[config.mk]
export PLATFORM = sky130hd
export DESIGN_NAME = dsp_write_mailbox
export DESIGN_NICKNAME = d
export VERILOG_FILES = /design/src/rtl/dsp_write_mailbox.sv
export SDC_FILE = /design/constraint.sdc
export NUM_CORES = 1
export LEC_CHECK = 0
export CAP_MARGIN = 20
export CORE_MARGIN = 4
export CORE_UTILIZATION = 53
export CTS_CLUSTER_DIAMETER = 60
export DETAILED_ROUTE_END_ITERATION = 10
export PLACE_DENSITY = 0.71
export SETUP_SLACK_MARGIN = 0.1
export SLEW_MARGIN = 20
export SYNTH_ARGS = -nofsm -noshare
export SYNTH_HDL_FRONTEND = slang
export SYNTH_SLANG_ARGS = --single-unit
[constraint.sdc]
create_clock -name xclk -period 5.45 [get_ports xclk]
set_clock_uncertainty 0.2 [all_clocks]
set_input_delay 1.3625 -clock xclk [delete_from_list [all_inputs] [get_ports xclk]]
set_output_delay 1.3625 -clock xclk [all_outputs]
set_load 0.01 [all_outputs]
[src/rtl/dsp_write_mailbox.sv]
// DSP-to-FPGA write mailbox: the DSP pushes 16-bit words into a FWFT FIFO over the address/data bus,
// and the FPGA side drains them through a valid/ready handshake. Status is readable over the same bus.
module dsp_write_mailbox #(
  parameter logic [7:0]  offset_to_add_to_ab = 8'h00,
  parameter logic [7:0]  ADDR_MBX_DATA       = 8'h40,
  parameter logic [7:0]  ADDR_MBX_CTRL       = 8'h41,
  parameter logic [7:0]  ADDR_MBX_STATUS     = 8'h42,
  parameter int unsigned DEPTH_LOG2          = 4
) (
  input  logic                  xclk,
  input  logic                  reset,
  input  logic                  write_qualified,
  input  logic                  read_qualified,
  input  logic [7:0]            ab,
  input  logic [15:0]           db_in,
  output logic [15:0]           db_out_mbx,
  output logic                  data_from_mbx_avail,
  output logic [15:0]           mbx_data,
  output logic                  mbx_valid,
  input  logic                  mbx_ready,
  output logic [DEPTH_LOG2:0]   mbx_level
);

  localparam int unsigned AW    = DEPTH_LOG2;
  localparam int unsigned LW    = DEPTH_LOG2 + 1;
  localparam int unsigned DEPTH = 1 << DEPTH_LOG2;
  localparam int unsigned PAD   = 16 - 3 - LW;

  localparam logic [7:0] A_DATA   = 8'(ADDR_MBX_DATA + offset_to_add_to_ab);
  localparam logic [7:0] A_CTRL   = 8'(ADDR_MBX_CTRL + offset_to_add_to_ab);
  localparam logic [7:0] A_STATUS = 8'(ADDR_MBX_STATUS + offset_to_add_to_ab);

  logic [15:0]   mem [DEPTH];
  logic [AW-1:0] wr_ptr, rd_ptr, wr_ptr_n, rd_ptr_n;
  logic [LW-1:0] level_n;
  logic          wq_d, overflow, overflow_n;
  logic          wr_ev, data_wr, flush, clr_ovf, full, empty, push, pop;
  logic [15:0]   head_n;

  // Decode the single write event per strobe and compute next FIFO state
  always_comb begin
    wr_ev      = write_qualified & ~wq_d;
    data_wr    = wr_ev && (ab == A_DATA);
    flush      = wr_ev && (ab == A_CTRL) && db_in[0];
    clr_ovf    = wr_ev && (ab == A_CTRL) && db_in[1];
    full       = (mbx_level == LW'(DEPTH));
    empty      = (mbx_level == '0);
    pop        = mbx_valid & mbx_ready & ~flush;
    // A pop in the same cycle frees a slot, so a push while full is still accepted
    push       = data_wr & (~full | pop);
    overflow_n = overflow;
    if (data_wr && full && !pop)
      overflow_n = 1'b1;
    if (clr_ovf)
      overflow_n = 1'b0;

    rd_ptr_n = rd_ptr;
    wr_ptr_n = wr_ptr;
    level_n  = mbx_level;
    if (flush) begin
      rd_ptr_n = '0;
      wr_ptr_n = '0;
      level_n  = '0;
    end else begin
      if (pop)
        rd_ptr_n = rd_ptr + AW'(1);
      if (push)
        wr_ptr_n = wr_ptr + AW'(1);
      if (push && !pop)
        level_n = mbx_level + LW'(1);
      else if (pop && !push)
        level_n = mbx_level - LW'(1);
    end

    // Bypass the incoming word when it lands exactly at the new head
    head_n = (push && (wr_ptr == rd_ptr_n)) ? db_in : mem[rd_ptr_n];
  end

  always_ff @(posedge xclk) begin
    if (push)
      mem[wr_ptr] <= db_in;
  end

  always_ff @(posedge xclk or negedge reset) begin
    if (!reset) begin
      wq_d      <= 1'b0;
      wr_ptr    <= '0;
      rd_ptr    <= '0;
      mbx_level <= '0;
      mbx_valid <= 1'b0;
      mbx_data  <= 16'h0000;
      overflow  <= 1'b0;
    end else begin
      wq_d      <= write_qualified;
      wr_ptr    <= wr_ptr_n;
      rd_ptr    <= rd_ptr_n;
      mbx_level <= level_n;
      mbx_valid <= (level_n != '0);
      mbx_data  <= head_n;
      overflow  <= overflow_n;
    end
  end

  // Bus read path: holds its last value while no read is in progress
  always_ff @(posedge xclk or negedge reset) begin
    if (!reset) begin
      db_out_mbx          <= 16'h0000;
      data_from_mbx_avail <= 1'b0;
    end else if (read_qualified) begin
      if (ab == A_STATUS) begin
        db_out_mbx          <= {overflow, full, empty, {PAD{1'b0}}, mbx_level};
        data_from_mbx_avail <= 1'b1;
      end else begin
        db_out_mbx          <= 16'hFFFF;
        data_from_mbx_avail <= 1'b0;
      end
    end
  end

endmodule

# Yosys cells after proc, flatten, opt, wreduce, memory -nomap -nowiden
# Memory sizes are Yosys's and may differ from the RTL's. A register that Yosys moved wholly into a read port is not among the register bits.
# Index checks and enable logic that the tools add are counted.
[word_totals] ff_bits=33 ramBits=256 output_inout_bits=39 inputBits=29 mem_count=1
[mem_list] name="mem" words=16 width=16 rd=1 rd_clocked_by_memory_dff=1 write_ports=1 line="33" text="logic [15:0] mem [DEPTH];"
[classes] mux=13 n_eq_ne=4 bitwise_logic=8 n_addsub=4 reduce_logical=15
[op_table] cell="== test 8 x 7 -> 1 bit (second input constant)" count=3
[op_table] cell="two-way mux 16 bit" count=1
[op_table] cell="two-way mux 4 bit" count=4
[op_table] cell="two-way mux 5 bit" count=3
[op_table] cell="adder 4 x 1 -> 4 bit (second input constant)" count=2
[op_table] cell="logical AND 1 bit" count=8
[op_table] cell="adder 5 x 1 -> 5 bit (second input constant)" count=1
[op_table] cell="== test 5 bit (second input constant)" count=1
[op_table] cell="zero test 5 bit" count=1
[op_table] cell="two-way mux 1 bit" count=5
[op_table] cell="nonzero test 5 bit" count=1
[op_table] cell="subtractor 5 x 1 -> 5 bit (second input constant)" count=1
[op_table] cell="AND 1 bit" count=4
[op_table] cell="nonzero test 2 bit" count=2
[op_table] cell="zero test 1 bit" count=3
[op_table] cell="inverter 1 bit" count=3
[op_table] cell="OR 1 bit" count=1

# Depth between registers and ports, before layout
# Gate-level depths: netlist of run 1.
[logic_depth] ltp_word=14 ltp_mapped=10 ltp_nobuf=8

# Worst setup path before layout of run 1
# OpenSTA, ideal clock, no wires.
[synth_path] path_type="in2reg" startpoint="input port ab[3]" endpoint="register mbx_data[10], read port of mem" path_stages=9 setup_slack_ns=1.465 setup_time_ns=0.125 t_arrival_ns=3.660 required_ns=5.125 cell_sequence="or4_4 or4_4 buf_6 nand2_4 xnor2_1 nor4_2 nand3_2 buf_6 mux2_4"
[synth_via] elab_chain_len=7
[synth_rtl] element="from (decl)" line="14" text="input logic [7:0] ab,"
[synth_rtl] element="== test 8 x 7 -> 1 bit (*)" line="44" text="flush = wr_ev && (ab == A_CTRL) && db_in[0];"
[synth_rtl] element="logical AND 1 bit (*) (2 in series)" line="44"
[synth_rtl] element="inverter 1 bit" line="48" text="pop = mbx_valid & mbx_ready & ~flush;"
[synth_rtl] element="AND 1 bit" line="48"
[synth_rtl] element="two-way mux 4 bit" line="65" text="if (pop)"
[synth_rtl] element="two-way mux 4 bit (*)" line="60" text="if (flush) begin"
[synth_rtl] element="to (decl)" line="18" text="output logic [15:0] mbx_data,"
# Mark *: on every way between the ends. The rest lies on a longest branch, timed or not.
# A chain may end at the register's enable or synchronous reset.

# Worst setup path in the final report of run 1
[layout_path] startpoint="input port ab[2]" endpoint="register mbx_data[7], read port of mem"
# Same word-level chain as after synthesis.

==> impl_results.md, run 1 <==
* Count of state elements after synthesis at about 300
* Inst Count DP at 1652
* Number of global-route vias before repair at 11.0k
* Crit path required time at around 5.6 ns
* Number of buffers added on ports at 67
* Core box area at 27800 um^2
* Cell with the largest stage delay on the worst path: or4_4
* Most used DFF post-synth: edfxtp_1
* Setup violations, final at 0
* DRC Markers at 0
* Min-delay worst type: register to register
* Peak ir drop on the vdd network at ~430 uV
* Global Route Usage Sum at 0.267
* Post-synth EDFFs at 256
* Worst hold slack across all endpoints at 0.302 ns
* Number of distinct standard cells referenced by the synthesized netlist at 45
* Quantity of gates resized following cts at 0
* Top achievable clock speed at 231 MHz
* Final design instance area without fill at 17000 um^2
* Commonest cells after routing, fill and taps aside: a21oi_1 (259), edfxtp_1 (256), inv_1 (71), o21ai_0 (69), nand2b_1 (66)
* Dpl hpwl at 22300 um
* Max Cap Viol at 0
* Clk Tree Root Cell: clkbuf_16
* Biggest area consumer among synthesized cells: edfxtp_1
* CP Cell Sequence: clkdlybuf4s50_1 > or4_4 > or4_4 > nand2_4 > xnor2_1 > nor4_2 > nand3_2 > buf_4 > mux2_4
* Total overflow reported by the global router at 0
* Cell types with the largest area share after synthesis: edfxtp_1 (52%), a21oi_1 (8.7%), dfrtp_1 (7.1%)
* Die height at 176 um
* Clock slew at the register clock pins of the worst setup and hold paths at 0.06 ns
* Vias/cell at around 6.6
* Delay of the slowest cell on the worst path at between 0.8 and 0.9 ns
* Number of DRC violations after detailed-routing iteration 0 at 1488
* Initial antenna violation count at 2
* First drt pass iteration count at 5
* Classification of the worst setup path: input port to register
* Mean routed wirelength per cell at 24.3 um
* X dimension of the die at about 180 um
* Clock latency on the worst-skew pair at 0.51 ns
* Ratio of final minimum period to clock period at 0.793
* Time the final worst path needs with I/O delays and setup at 4.32 ns
* Most common library cell in the layout ignoring fill and taps: a21oi_1
* Worst slew pin tran at roughly 1.1 ns
* Residual antenna-violating net count after detailed routing at 0
* Portion of synthesized cell area occupied by the leading cell type at 0.516
* Final Net Count at 1347
* Global placement routability congestion at ~0.8
* Power Density at 551 nW/um^2
* Final routed wirelength across all metal layers at 41800 um
* Status: finished, final reports clean
* Setup TNS at 0 ns
* Cell count after synthesis at 1306
* Maximum net fanout on the critical path at 44
* Bufs on Longest Clock Path at 3
* Placed cell area at 15900 um^2
* Synth Cell Area at 14900 um^2
* Nets in the synthesized netlist at 1343
* Die outline area at 30900 um^2
* Library cell appearing most often on the critical path: or4_4
* Crit path capture type: register
* Layout-stage area growth over the synthesis result at 14.0%
* Wire length of the first global-routing pass at 64400 um
* Starting utilization of the core area at 0.537
* Hold-fix buffers, CTS at 0
* FFs w/ async S/R, synth at 0.141
* Number of primary I/O pins at 68
* Buffers inserted during post-CTS setup optimization at 0
* Number of core rows at 61
* Core occupancy in the finished layout at 0.611
* Worst slew slack as a fraction of its limit at 0.254
* Clock sink count at 298
* Final non-filler cell total at around 1.7k
* Startpoint kind of the worst setup timing path: input port
* Count of final max-slew check failures at 0
* Number of vias after detailed routing at 11.4k
* Mean instance size in the synthesized netlist at 11.4 um^2
* Unrepaired setup endpoints after global routing: false
* Fraction of final layout cells sized beyond drive strength 1 at 0.0958
* Clock tree from TritonCTS: yes
* Number of levels in the clock H-tree at 2
* Proportion of synthesized chip area in sequential cells at 0.586
* Yosys warning total at 0
* Signal arrival time at the worst endpoint at approximately 4.5 ns
* Static leakage power at 5.84 nW
* Maximum number of pins on one net before global-route repair at between 200 and 300
* Final count of hold timing violations at 0
* Number of clock buffers inserted by TritonCTS at 34
metrics by stage:
step | total power, mW | setup WS [ns]
3_5_place_dp | 7.06 | 0.641
4_1_cts | 9.31 | 1.17
2_1_floorplan | 5.80 | 1.46
3_3_place_gp | 6.96 | 0.709
5_1_grt | 9.85 | 1.03
6_report | 9.36 | 1.13
metal layers:
metal	wire length, um	global-route usage	up-vias
met5	13	0	-
met4	1270	0.0916	2
met3	3290	0.0402	97
met2	20400	0.446	558
met1	16800	0.362	5583
li1	-	-	5130
sequential cells by signal, summed over array words and instances, names as in the netlist:
signal,flops
db_out_mbx,9
mbx_data,16
overflow,1
data_from_mbx_avail,1
mem,256
wq_d,1
rd_ptr,4
mbx_level,5
mbx_valid,1
wr_ptr,4
kinds of logic (layout without fill, tap and decap cells):
kind of cell	Yosys count	after routing	synth area share
fa+ha+maj	8	8	0.00672
simple gates	155	155	0.0627
compound gates	600	600	0.264
buf+inv	214	244	0.0567
mux	19	19	0.0167
flops	298	298	0.586
xor+xnor	12	12	0.00705
other cells	0	1	0
final timing paths:
check	end	cells after the start	startpoint	slack [ns]
max	mbx_data[7]	9	ab[2]	1.13
min	db_out_mbx[14]	1	db_out_mbx[14]	0.30
max reg2reg	mbx_data[2]	9	rd_ptr[1]	1.56
min reg2reg	db_out_mbx[14]	1	db_out_mbx[14]	0.30
max in group asynchronous	rd_ptr[1]	2	reset	3.74
min in group asynchronous	db_out_mbx[3]	2	reset	0.78
synthesized netlist by cell type, drive strengths merged, types with 9 or more instances:
cell type / number
nand4: 18
o21ai: 70
a31oi: 64
a221oi: 64
nand2b: 66
a22oi: 65
a21oi: 259
dfrtp: 42
xnor2: 9
clkbuf: 128
o2111a: 64
buf: 14
nand2: 10
nor2: 17
inv: 72
mux2: 17
and2: 14
edfxtp: 256
power by group:
group | internal, mW | total, mW | switching (mW)
Combinational | 1.73 | 4.33 | 2.60
Sequential | 2.60 | 2.77 | 0.174
Clock | 1.36 | 2.26 | 0.903
final cells by class:
cell class / instances / area [um^2]
Clock buffer: 53 / 1040
Tap cell: 378 / 473
Inverter: 72 / 270
Multi-Input combinational cell: 794 / 5370
Fill cell: 2204 / 10800
Antenna cell: 1 / 2.50
Clock inverter: 9 / 71.3
Timing Repair Buffer: 110 / 1020
Sequential cell: 298 / 8750
critical path: cells and delay by family:
family                 cells  cell delay (ns)
buffers and inverters      2             0.72
XOR/XNOR                   1             0.09
multiplexers               1             0.34
AND/OR/NAND/NOR            5             1.96
Note: power is estimated with default switching activity, not from simulation.
==> inputs of run 2 (changes only) <==
PLACE_DENSITY = 0.74   (was 0.71)
clock period = 3.7 ns   (was 5.45 ns; I/O delays follow)
==> run 2 against run 1 <==
Count of clock-buffer cells in the layout decreased by 4. Setup slack got worse by 0.91 ns. Register-to-register slack got worse by 0.94 ns. Critical path depth unchanged. Via count increased by 1.5%. Sequential share of layout area decreased by 1.1 points. First-iteration DRC count increased by 7.9%. Die area unchanged. Largest cell class unchanged. Largest power group unchanged. Highest routed layer unchanged.
==> impl_results.md, run 2 (same netlist as run 1, synthesis figures left out) <==
* Commonest cells after routing, fill and taps aside: a21oi_1 (259), edfxtp_1 (256), inv_1 (71), o21ai_0 (69), nand2b_1 (66)
* Core occupancy in the finished layout at 0.624 (+0.0129)
* Min-delay worst type: input port to async pin
* Classification of the worst setup path: input port to register
* Initial antenna violation count at 2 (unchanged)
* Time the final worst path needs with I/O delays and setup at 3.48 ns
* Mean routed wirelength per cell at 24.6 um (+1.0%)
* Number of buffers added on ports at 67 (unchanged)
* Vias/cell at 6.66 (+0.41%)
* Worst slew slack as a fraction of its limit at 0.412 (+0.158)
* Number of DRC violations after detailed-routing iteration 0 at 1605 (+7.9%)
* Most common library cell in the layout ignoring fill and taps: a21oi_1
* Setup violations, final at 0 (unchanged)
* Layout-stage area growth over the synthesis result at 16.4%
* Largest registers: mem (256), mbx_data (16), db_out_mbx (9)
* Status: finished, final reports clean
* Setup slack, reg-to-reg at 0.62 ns (-0.94 ns)
* Top achievable clock speed at 287 MHz
* Largest register by flop count: mem
* Final count of hold timing violations at 0 (unchanged)
* Startpoint kind of the worst setup timing path: input port
* Static leakage power at 5.99 nW (+2.5%)
* Number of flip-flops under the largest register name at 256 (unchanged)
* Die outline area at 30900 um^2 (unchanged)
* Die height at 176 um (unchanged)
* Clock tree from TritonCTS: yes
* Number of core rows at 61 (unchanged)
* First drt pass iteration count at 8 (+3)
* Unrepaired setup endpoints after global routing: false
* Area occupied by multi-input gates at 5370 um^2 (unchanged)
* Critical path startpoint: ab[3]
* Worst hold slack across all endpoints at 0.204 ns (-0.0984 ns)
* DRC Markers at 0 (unchanged)
* Global Route Usage Sum at 0.270 (+0.00225)
* Quantity of gates resized following cts at 0 (unchanged)
* Number of clock buffers inserted by TritonCTS at 31 (-8.8%)
* Core box area at 27800 um^2 (unchanged)
* Number of vias after detailed routing at 11.5k (+1.5%)
* Power Density at 792 nW/um^2 (+44%)
* Final Net Count at 1368 (+1.6%)
* Max Cap Viol at 0 (unchanged)
* Crit path required time at 3.95 ns (-1.69 ns)
* Setup TNS at 0 ns (unchanged)
* Bufs on Longest Clock Path at 3 (unchanged)
* Clock latency on the worst-skew pair at 0.57 ns (+0.06 ns)
* Count of final max-slew check failures at 0 (unchanged)
* Total overflow reported by the global router at 0 (unchanged)
* Worst reg2reg startpoint: rd_ptr[0]
* Final routed wirelength across all metal layers at 42600 um (+2.1%)
* Worst slew pin tran at 0.882 ns (-0.237 ns)
* Fraction of final layout cells sized beyond drive strength 1 at 0.109 (+0.0134)
* Clock slew at the register clock pins of the worst setup and hold paths at 0.06 ns (about the same)
* Placed cell area at 16400 um^2 (+3.3%)
* Wire length of the first global-routing pass at 64800 um (+0.70%)
* Worst R2R End: mbx_data[9]
* Sequential cell area in the final layout at 8750 um^2 (unchanged)
* Global placement routability congestion at 0.803 (+1.1%)
* Number of global-route vias before repair at 11.0k (+0.17%)
* Clk Tree Root Cell: clkbuf_16
* Dpl hpwl at 23400 um (+4.7%)
* Starting utilization of the core area at 0.537 (unchanged)
* Number of primary I/O pins at 68 (unchanged)
* Count of filler cells inserted in the layout at 2175 (-1.3%)
* Maximum net fanout on the critical path at 68 (+55%)
* X dimension of the die at 176 um (unchanged)
* Clock sink count at 298 (unchanged)
* Peak ir drop on the vdd network at 499 uV (+15%)
* Hold-fix buffers, CTS at 0 (unchanged)
* Maximum number of pins on one net before global-route repair at 191 (-26%)
* Number of levels in the clock H-tree at 1 (-1)
* Residual antenna-violating net count after detailed routing at 0 (unchanged)
* R2R cell count at 9 (unchanged)
* Signal arrival time at the worst endpoint at 3.73 ns (-0.78 ns)
* Buffers inserted during post-CTS setup optimization at 0 (unchanged)
* Final design instance area without fill at 17300 um^2 (+2.1%)
* Crit path capture type: register
* Ratio of final minimum period to clock period at 0.942
[run 2: cell count changes in the layout (fill, tap and decap cells not counted), sizes merged]
cell / previous run / this run
buf: 45 / 69
clkinv: 6 / 7
clkinvlp: 1 / 0
bufinv: 1 / 0
clkbuf: 53 / 49
[run 2: per-layer routing]
metal,share of wire,vias up,GRT usage
met3,0.089,103,0.0435
met4,0.028,4,0.0793
met5,0.00063,-,0
li1,-,5182,-
met2,0.49,629,0.453
met1,0.39,5625,0.365
[run 2: cell type report]
class | instances | area share
Antenna cell | 1 | 0.000144
Inverter | 72 | 0.0156
Clock buffer | 49 | 0.0515
Clock inverter | 8 | 0.00310
Sequential cell | 298 | 0.504
Timing Repair Buffer | 134 | 0.0887
Multi-Input combinational cell | 794 | 0.309
Tap cell | 378 | 0.0273
[run 2: power by group]
part           switching, mW  leakage, nW  internal [mW]  total, mW
Sequential             0.191         2.78           3.83       4.02
Combinational           4.01         2.74           2.79       6.80
Clock                   1.28        0.468           1.65       2.93
[run 2: worst max-delay path by stage]
stage	endpoint	slack, ns
5_1_grt	mbx_data[8]	0.12
6_report	mbx_data[9]	0.22
2_1_floorplan	mbx_data[10]	0.15
3_5_place_dp	mbx_data[8]	-0.33
3_3_place_gp	mbx_data[9]	-0.28
4_1_cts	mbx_data[8]	0.26
[run 2: stage by stage]
| stage | setup slack [ns] | total power [mW] | cells |
|---|---|---|---|
| floorplan | 0.152 | 8.55 | 1306 |
| global placement | -0.282 | 10.6 | 1676 |
| detailed placement | -0.330 | 10.7 | 1676 |
| CTS | 0.260 | 13.6 | 1733 |
| global route | 0.121 | 14.4 | 1733 |
| finish | 0.216 | 13.7 | 1734 |
[run 2: worst max-delay path, stage by stage]
cell,delay [ns]
clkdlybuf4s50_1,0.42
or4_4,0.56
or4_4,0.65
buf_12,0.24
a21oi_1,0.17
a21oi_1,0.05
o21ai_0,0.22
nand4_1,0.16
mux2_4,0.28
